--- src/rtl/spi_bridge_pkg.sv ---
// Shared types and byte constants for the UART-to-SPI command bridge.
package spi_bridge_pkg;

    typedef enum logic [2:0] {
        IDLE,
        GET_ARG,
        EXEC,
        RD_WAIT,
        SEND,
        SEND_WAIT
    } state_t;

    localparam logic [7:0] OP_WR   = 8'h57;
    localparam logic [7:0] OP_CTRL = 8'h43;
    localparam logic [7:0] OP_RD   = 8'h52;
    localparam logic [7:0] OP_STAT = 8'h53;

    localparam logic [7:0] RSP_ACK = 8'h4B;
    localparam logic [7:0] RSP_ERR = 8'h3F;

    function automatic logic has_args(input logic [7:0] b);
        return (b == OP_WR) || (b == OP_CTRL) || (b == OP_RD);
    endfunction

endpackage

--- src/rtl/bridge_timeout_counter.sv ---
// Inter-byte idle counter: counts while enabled, pulses expired on the
// last allowed cycle and restarts from zero.
module bridge_timeout_counter #(
    parameter int unsigned LIMIT = 100000
) (
    input  logic clk,
    input  logic rst,
    input  logic en,
    input  logic clr,
    output logic expired
);

    localparam int CW = $clog2(LIMIT + 1);

    logic [CW-1:0] cnt;

    assign expired = en && (cnt == CW'(LIMIT - 1));

    always_ff @(posedge clk or negedge rst) begin
        if (!rst)
            cnt <= '0;
        else if (clr || expired)
            cnt <= '0;
        else if (en)
            cnt <= cnt + CW'(1);
    end

endmodule

--- src/rtl/spi_cmd_bridge.sv ---
// Parses UART command bytes into SPI register accesses and returns
// ack / read-data / error bytes to the UART transmitter.
module spi_cmd_bridge
    import spi_bridge_pkg::*;
#(
    parameter int N              = 7,
    parameter int W              = 16,
    parameter int TIMEOUT_CYCLES = 100000
) (
    input  logic         clk,
    input  logic         rst,
    input  logic [7:0]   rx_data_i,
    input  logic         rx_valid_i,
    output logic [7:0]   tx_data_o,
    output logic         tx_start_o,
    input  logic         tx_busy_i,
    output logic         wr_o,
    output logic         reg_sel_o,
    output logic [N:0]   addr_o,
    output logic [W-1:0] wdata_o,
    input  logic [31:0]  rdata_i,
    output logic         busy_o,
    output logic         err_o
);

    localparam int AW = N + 1;

    state_t      state, state_n;
    logic [7:0]  op;
    logic [7:0]  arg0;
    logic        arg_cnt;
    logic        rd_cnt;
    logic [1:0]  byte_idx;
    logic [1:0]  rsp_last;
    logic [31:0] rsp_buf;
    logic        busy_seen;
    logic        expired;
    logic        overrun;

    bridge_timeout_counter #(.LIMIT(TIMEOUT_CYCLES)) u_timeout (
        .clk     (clk),
        .rst     (rst),
        .en      (state == GET_ARG),
        .clr     (rx_valid_i || (state != GET_ARG)),
        .expired (expired)
    );

    assign busy_o    = (state != IDLE);
    assign tx_data_o = rsp_buf[7:0];
    assign overrun   = rx_valid_i && (state inside {EXEC, RD_WAIT, SEND, SEND_WAIT});

    always_ff @(posedge clk or negedge rst) begin
        if (!rst)
            state <= IDLE;
        else
            state <= state_n;
    end

    always_comb begin
        state_n    = state;
        wr_o       = 1'b0;
        tx_start_o = 1'b0;
        case (state)
            IDLE:
                if (rx_valid_i) begin
                    if (has_args(rx_data_i))      state_n = GET_ARG;
                    else if (rx_data_i == OP_STAT) state_n = RD_WAIT;
                    else                          state_n = SEND;
                end
            GET_ARG:
                // expiry beats a byte arriving on the same cycle
                if (expired)
                    state_n = IDLE;
                else if (rx_valid_i) begin
                    if (op == OP_RD)  state_n = RD_WAIT;
                    else if (arg_cnt) state_n = EXEC;
                end
            EXEC: begin
                wr_o    = 1'b1;
                state_n = SEND;
            end
            RD_WAIT:
                if (rd_cnt) state_n = SEND;
            SEND:
                if (!tx_busy_i) begin
                    tx_start_o = 1'b1;
                    state_n    = SEND_WAIT;
                end
            SEND_WAIT:
                if (busy_seen && !tx_busy_i)
                    state_n = (byte_idx == rsp_last) ? IDLE : SEND;
            default:
                state_n = IDLE;
        endcase
    end

    always_ff @(posedge clk or negedge rst) begin
        if (!rst) begin
            op        <= '0;
            arg0      <= '0;
            arg_cnt   <= 1'b0;
            rd_cnt    <= 1'b0;
            byte_idx  <= '0;
            rsp_last  <= '0;
            rsp_buf   <= '0;
            busy_seen <= 1'b0;
            reg_sel_o <= 1'b0;
            addr_o    <= '0;
            wdata_o   <= '0;
            err_o     <= 1'b0;
        end else begin
            err_o <= overrun || expired ||
                     (state == IDLE && rx_valid_i && !has_args(rx_data_i) && rx_data_i != OP_STAT);
            case (state)
                IDLE: begin
                    arg_cnt   <= 1'b0;
                    rd_cnt    <= 1'b0;
                    byte_idx  <= '0;
                    busy_seen <= 1'b0;
                    if (rx_valid_i) begin
                        op       <= rx_data_i;
                        rsp_last <= (rx_data_i == OP_STAT) ? 2'd3 : 2'd0;
                        if (rx_data_i == OP_STAT)
                            reg_sel_o <= 1'b0;
                        else if (!has_args(rx_data_i))
                            rsp_buf <= {24'h0, RSP_ERR};
                    end
                end
                GET_ARG:
                    if (rx_valid_i && !expired) begin
                        if (op == OP_RD) begin
                            reg_sel_o <= 1'b1;
                            addr_o    <= AW'(rx_data_i);
                        end else if (!arg_cnt) begin
                            arg0    <= rx_data_i;
                            arg_cnt <= 1'b1;
                        end else if (op == OP_WR) begin
                            reg_sel_o <= 1'b1;
                            addr_o    <= AW'(arg0);
                            wdata_o   <= W'(rx_data_i);
                        end else begin
                            reg_sel_o <= 1'b0;
                            wdata_o   <= W'({rx_data_i, arg0});
                        end
                    end
                EXEC:
                    rsp_buf <= {24'h0, RSP_ACK};
                RD_WAIT: begin
                    // second cycle: the registered read mux has settled
                    rd_cnt <= 1'b1;
                    if (rd_cnt)
                        rsp_buf <= (op == OP_STAT) ? rdata_i : {24'h0, rdata_i[7:0]};
                end
                SEND:
                    busy_seen <= 1'b0;
                SEND_WAIT:
                    if (tx_busy_i)
                        busy_seen <= 1'b1;
                    else if (busy_seen && byte_idx != rsp_last) begin
                        byte_idx <= byte_idx + 2'd1;
                        rsp_buf  <= {8'h00, rsp_buf[31:8]};
                    end
                default: ;
            endcase
        end
    end

endmodule

--- config.mk ---
export PLATFORM = sky130hd
export DESIGN_NAME = spi_cmd_bridge
export DESIGN_NICKNAME = d
export VERILOG_FILES = /design/src/rtl/spi_bridge_pkg.sv /design/src/rtl/bridge_timeout_counter.sv /design/src/rtl/spi_cmd_bridge.sv
export SDC_FILE = /design/constraint.sdc
export NUM_CORES = 1
export LEC_CHECK = 0
export ABC_AREA = 0
export BUFFER_PORTS_ARGS = -buffer_cell sky130_fd_sc_hd__buf_2
export CORE_ASPECT_RATIO = 1.25
export CORE_MARGIN = 2
export CORE_UTILIZATION = 47
export CTS_CLUSTER_DIAMETER = 60
export CTS_CLUSTER_SIZE = 20
export DETAILED_ROUTE_END_ITERATION = 6
export PLACE_DENSITY_LB_ADDON = 0.3
export REMOVE_ABC_BUFFERS = 1
export SYNTH_ARGS = -nofsm -noshare
export SYNTH_HDL_FRONTEND = slang
export SYNTH_HIERARCHICAL = 1
export SYNTH_SLANG_ARGS = --single-unit
--- constraint.sdc ---
create_clock -name clk -period 2.6 [get_ports clk]
set_input_delay 0.52 -clock clk [delete_from_list [all_inputs] [get_ports clk]]
set_output_delay 0.52 -clock clk [all_outputs]
set_load 0.1 [all_outputs]
# [Yosys cells after proc, flatten, opt, wreduce, memory -nomap -nowiden]
# Cells that the tools add are included.
[classes] addsub=2 mul=0 div=0 n_lt_le_gt_ge=0 eq_ne=32 shifts=0 n_mux=46 n_bitwise=2 reduce_logical=39
[op_table] op="$mux W32" n=7
[op_table] op="$pmux W32 S4" n=1
[op_table] op="$eq A8 B7 Y1 const B" n=7
[op_table] op="$mux W17" n=2
[op_table] op="$mux W3" n=11
[op_table] op="$mux W8" n=3
[op_table] op="$ne A2 B2 Y1 const B" n=10
[op_table] op="$pmux W3 S6" n=1
[op_table] op="$add A17 B1 Y17 const B" n=1
[op_table] op="$eq A17 B17 Y1 const B" n=1
[op_table] op="$mux W16" n=1
[op_table] op="$reduce_bool A2 Y1" n=7
[op_table] op="$mux W1" n=12
[op_table] op="$reduce_and A4 Y1" n=3
[op_table] op="$logic_and A1 B1 Y1" n=8
[op_table] op="$ne A8 B7 Y1 const B" n=1
[op_table] op="$pmux W1 S2" n=4
[op_table] op="$reduce_bool A4 Y1" n=2
[op_table] op="$reduce_and A7 Y1" n=1
[op_table] op="$eq A3 B2 Y1 const B" n=2
[op_table] op="$eq A3 B3 Y1 const B" n=2
[op_table] op="$logic_or A1 B1 Y1" n=6
[op_table] op="$mux W2" n=3
[op_table] op="$ne A3 B3 Y1 const B" n=2
[op_table] op="other kinds (17)" n=23
[totals] ff_bits=101 latchBits=0 mem_bits_rw=0 romBits=0 inputBits=44 out_inout_bits=37 word_cells=135 mem_count=0

# [Depth between registers and ports, before layout]
[depth] word_depth=7 depth_mapped=12 ltp_nobuf=9

# [Hierarchy]
# Netlist, hierarchy kept.
[modules_own_cells] mod="spi_cmd_bridge" instances=1 cells_each=392 area_per_inst_um2=4164.0 seq_area_each_um2=2077.0
[modules_own_cells] mod="bridge_timeout_counter" instances=1 cells_each=93 area_per_inst_um2=908.4 seq_area_each_um2=425.4

# [Least setup slack after synthesis]
# No wires, ideal clock.
[synth_path] path_type="register to output" startpoint="register state[0]" endpoint="output port tx_start_o" arrival_ps=3622 required_ps=2080 slack_ps=-1542 stages_incl_launch_ff=4 path_buffers=2 path_cell_list="dfrtp_1 -> buf_4 -> clkbuf_1 -> nor4_1"
[synth_via] elab_chain_len=2
[synth_lines] item="start, declared" line="spi_cmd_bridge.sv:28" rtl="state_t state, state_n;"
[synth_lines] item="start signal, assigned" line="spi_cmd_bridge.sv:56" rtl="state <= state_n;"
[synth_lines] item="$eq A3 B3 Y1" line="spi_cmd_bridge.sv:63" rtl="case (state)"
[synth_lines] item="$mux W1" line="spi_cmd_bridge.sv:63"
[synth_lines] item="end, declared" line="spi_cmd_bridge.sv:15" rtl="output logic tx_start_o,"
# Every way passes these cells.

# [Worst setup path after layout]
[layout_path] startpoint="register u_timeout.cnt[8]" endpoint="register arg0[5]"
[layout_via] elab_chain_len=5
[layout_lines] item="start, declared" line="bridge_timeout_counter.sv:15" rtl="logic [CW-1:0] cnt;"
[layout_lines] item="start signal, assigned" line="bridge_timeout_counter.sv:25" rtl="cnt <= cnt + CW'(1);"
[layout_lines] item="$eq A17 B17 Y1" line="bridge_timeout_counter.sv:17" rtl="assign expired = en && (cnt == CW'(LIMIT - 1));"
[layout_lines] item="$logic_and A1 B1 Y1" line="bridge_timeout_counter.sv:17"
[layout_lines] item="named net expired" line="spi_cmd_bridge.sv:37" rtl="logic expired;"
[layout_lines] item="$logic_not A1 Y1" line="spi_cmd_bridge.sv:130" rtl="if (rx_valid_i && !expired) begin"
[layout_lines] item="$logic_and A1 B1 Y1" line="spi_cmd_bridge.sv:130"
[layout_lines] item="$reduce_and A4 Y1 (no source line)"
[layout_lines] item="end signal, assigned" line="spi_cmd_bridge.sv:135" rtl="arg0 <= rx_data_i;"
[layout_lines] item="end, declared" line="spi_cmd_bridge.sv:30" rtl="logic [7:0] arg0;"
# The timed path passes the listed nets, and every way through them passes these cells.
# A chain may end at the register's enable or synchronous reset.

==> out/results.tsv <==
metric	value	unit
outcome	finished, final reports clean	
grt_pass1_wl	18220	um
viasPerCell	5.299	
grt_pass1_vias	3798	
p_seq_share	30.7	%
critPathCaptureType	flip-flop	
synthesis.area	0.005072	mm2
powerDensity	1169	mW/mm2
port_buffers	80	
gr-total-overflow	0	
grt_antenna_before_repair	0	
track_usage	19.29	%
worst_setup_path_start_kind	flip-flop	
period_needed	2.518	ns
finalWeightedCongestion	0.8258	
wl_met2	5010	um
synthTopCellsByArea	dfrtp_1, mux2_4, nand2_1	
wl_met1	4660	um
dr.pass1.iters	4	
routed_wirelength	10380	um
pwr-share-comb	49.9	%
yosys_register_bits	100	
slew-limit-headroom	60.97	%
worstSetupPathType	reg -> reg	
drc_errors	0	
cts_sinks	100	
clk_latency	0.36	ns
ir_drop	0.5889	mV
synth_area_leader_cell	dfrtp_1	
synth_cell_types	56	
synth_top_area_share	49.33	%
clockBufferDepth	2	
cts-buffers-inserted	9	
fmax	397.1	MHz
grt_max_degree	57	
cts_tree	done	
ys_async_sr_fraction	100.0	%
post_cts_resized	0	
finalCritPeriodShare	96.86	%
finalHoldViolCount	0	
final_area	0.005919	mm2
ys_seq_area_share	49.33	%
dr.first_iter.drc_count	193	
clkPwrFrac	19.4	%
timing.setup.tns	0	ns
rsz0062_at_grt	no	
setup_viol	0	
post_drt_wl_per_cell	14.83	um
p_int	3523	uW
finalNetCount	611	
min_path_type	in -> async	
clock_skew	0.007767	ns
syn_inst	485	
ys.flop_type	dfrtp_1	
dr.max_layer_used	met4	
core	0.01056	mm2
switching_share	49.08	%
antenna_cells	0	
drv_slew	0	
vias	3709	
place_area	0.005623	mm2
worstPathArrival	2.76	ns
power	6918	uW
syn_area_per_cell	10.46	um2
wl_met3	496	um
path_clk_slew	0.08	ns
cap_violations	0	
cts-root-buf	clkbuf_16	
cp_max_fo	8	
pin_count	81	
required	2.85	ns
worst_pin_slew	0.5855	ns
rows	42	
area_growth_syn_to_layout	16.70	%
hold_buffers	0	
dpl.hpwl	7218	um
die_h	120.2	um
dieArea	0.01164	mm2
synth_edf_count	0	
cts_max_level	3	
postRouteAntennaNets	0	
hold_ws	0.1513	ns
post_cts_buffers	0	
die_w	96.92	um
p_leak	0.002894	uW
yosys_warnings	6	
drive_above_1_share	29.40	%
initial_utilization	48.02	%
p_switching	3395	uW
==> per-layer routing <==
layer	vias to the layer above	track usage [%]
met5	-	0
met4	0	8.363
met3	17	3.960
met2	87	31.34
met1	1765	25.11
li1	1840	-
==> cell type report <==
type                            instances  area [um2]
Sequential cell                       100        2502
Tap cell                              132       165.2
Clock buffer                            9       225.2
Clock inverter                          7       71.32
Fill cell                             926        4643
Multi-Input combinational cell        329        2282
Inverter                               24       90.09
Timing Repair Buffer                   99       583.1
==> placed cells by master, fill, tap and decap left out, types with 3 or more instances in the layout <==
cell,count
dfrtp_1,100
buf_2,79
nand2_1,74
nor2_1,37
o21ai_0,29
inv_1,23
mux2i_1,22
mux2_4,19
mux2_2,18
buf_4,17
a21oi_1,11
xnor2_1,11
a31oi_1,10
nor4_1,9
nand4_1,9
a22o_1,9
clkbuf_16,9
nor3_1,7
nor2b_1,6
nand3_1,6
and3_1,4
ha_1,4
inv_8,4
nand2b_1,3
o22ai_1,3
o31ai_1,3
buf_12,3
or4_1,3
xor2_1,3
==> critical path, stage by stage, from the launching register on <==
cell     delay [ns]
dfrtp_1        0.37
or4_1          0.52
or3_4          0.40
nor4_1         0.28
buf_4          0.16
inv_1          0.04
and3_4         0.15
nand2_1        0.10
nor2_4         0.09
mux2_2         0.29
==> stage by stage <==
step	util, %	instances	setup slack [ns]
finish	56.04	700	0.08169
global route	56.04	700	0.004056
CTS	56.04	700	0.07271
detailed placement	53.23	684	0.09978
global placement	53.23	684	0.1206
floorplan	-	453	-1.509
==> logic make-up (layout without fill, tap and decap cells) <==
| group | count (synthesis) | count (layout) | share of synthesized area (%) |
|---|---|---|---|
| AOI/OAI and AO/OA | 77 | 77 | 10.04 |
| xor gates and xnor gates | 14 | 14 | 2.417 |
| adders and majority gates | 5 | 5 | 1.184 |
| buffers and inverters | 56 | 139 | 5.673 |
| DFF | 100 | 100 | 49.33 |
| muxes | 59 | 59 | 13.96 |
| and+or+nand+nor | 174 | 174 | 17.39 |
==> cells in the mapped netlist (4+ instances only) <==
master and n:
a21oi_1 11, a22o_1 9, a31oi_1 10, and3_1 4, buf_2 5, buf_4 11
buf_6 4, clkbuf_1 12, dfrtp_1 100, ha_1 4, inv_1 23, mux2_2 18
mux2_4 19, mux2i_1 22, nand2_1 74, nand3_1 6, nand4_1 9, nor2_1 37
nor2b_1 6, nor3_1 7, nor4_1 9, o21ai_0 29, xnor2_1 11
==> sequential cells by signal, summed over array words and instances (netlist names), 2 cells and up <==
name / count
byte_idx: 2
arg0: 8
op: 8
addr_o: 8
rsp_buf: 32
state: 3
u_timeout/cnt: 17
wdata_o: 16
==> power by group through the flow <==
stage          Combinational [uW]  Sequential (uW)  Clock [uW]
4_1_cts                      3470             2130        1380
3_3_place_gp                 3420             2140           0
3_5_place_dp                 3470             2160           0
6_report                     3450             2130        1340
2_1_floorplan                1400             3510           0
5_1_grt                      3660             2170        1440
==> final timing paths <==
kind | from | to | slack (ns) | cells after the start
worst max-delay path | u_timeout/cnt[8] | arg0[5] | 0.08 | 9
worst min-delay path | rst | rsp_buf[24] | 0.15 | 1
worst max register to register | u_timeout/cnt[8] | arg0[5] | 0.08 | 9
worst min register to register | wdata_o[12] | wdata_o[12] | 0.48 | 2
max in group asynchronous | rst | u_timeout/cnt[9] | 1.73 | 2
min in group clk | rdata_i[25] | rsp_buf[25] | 0.39 | 3
Power figures use the tool's default switching activity.
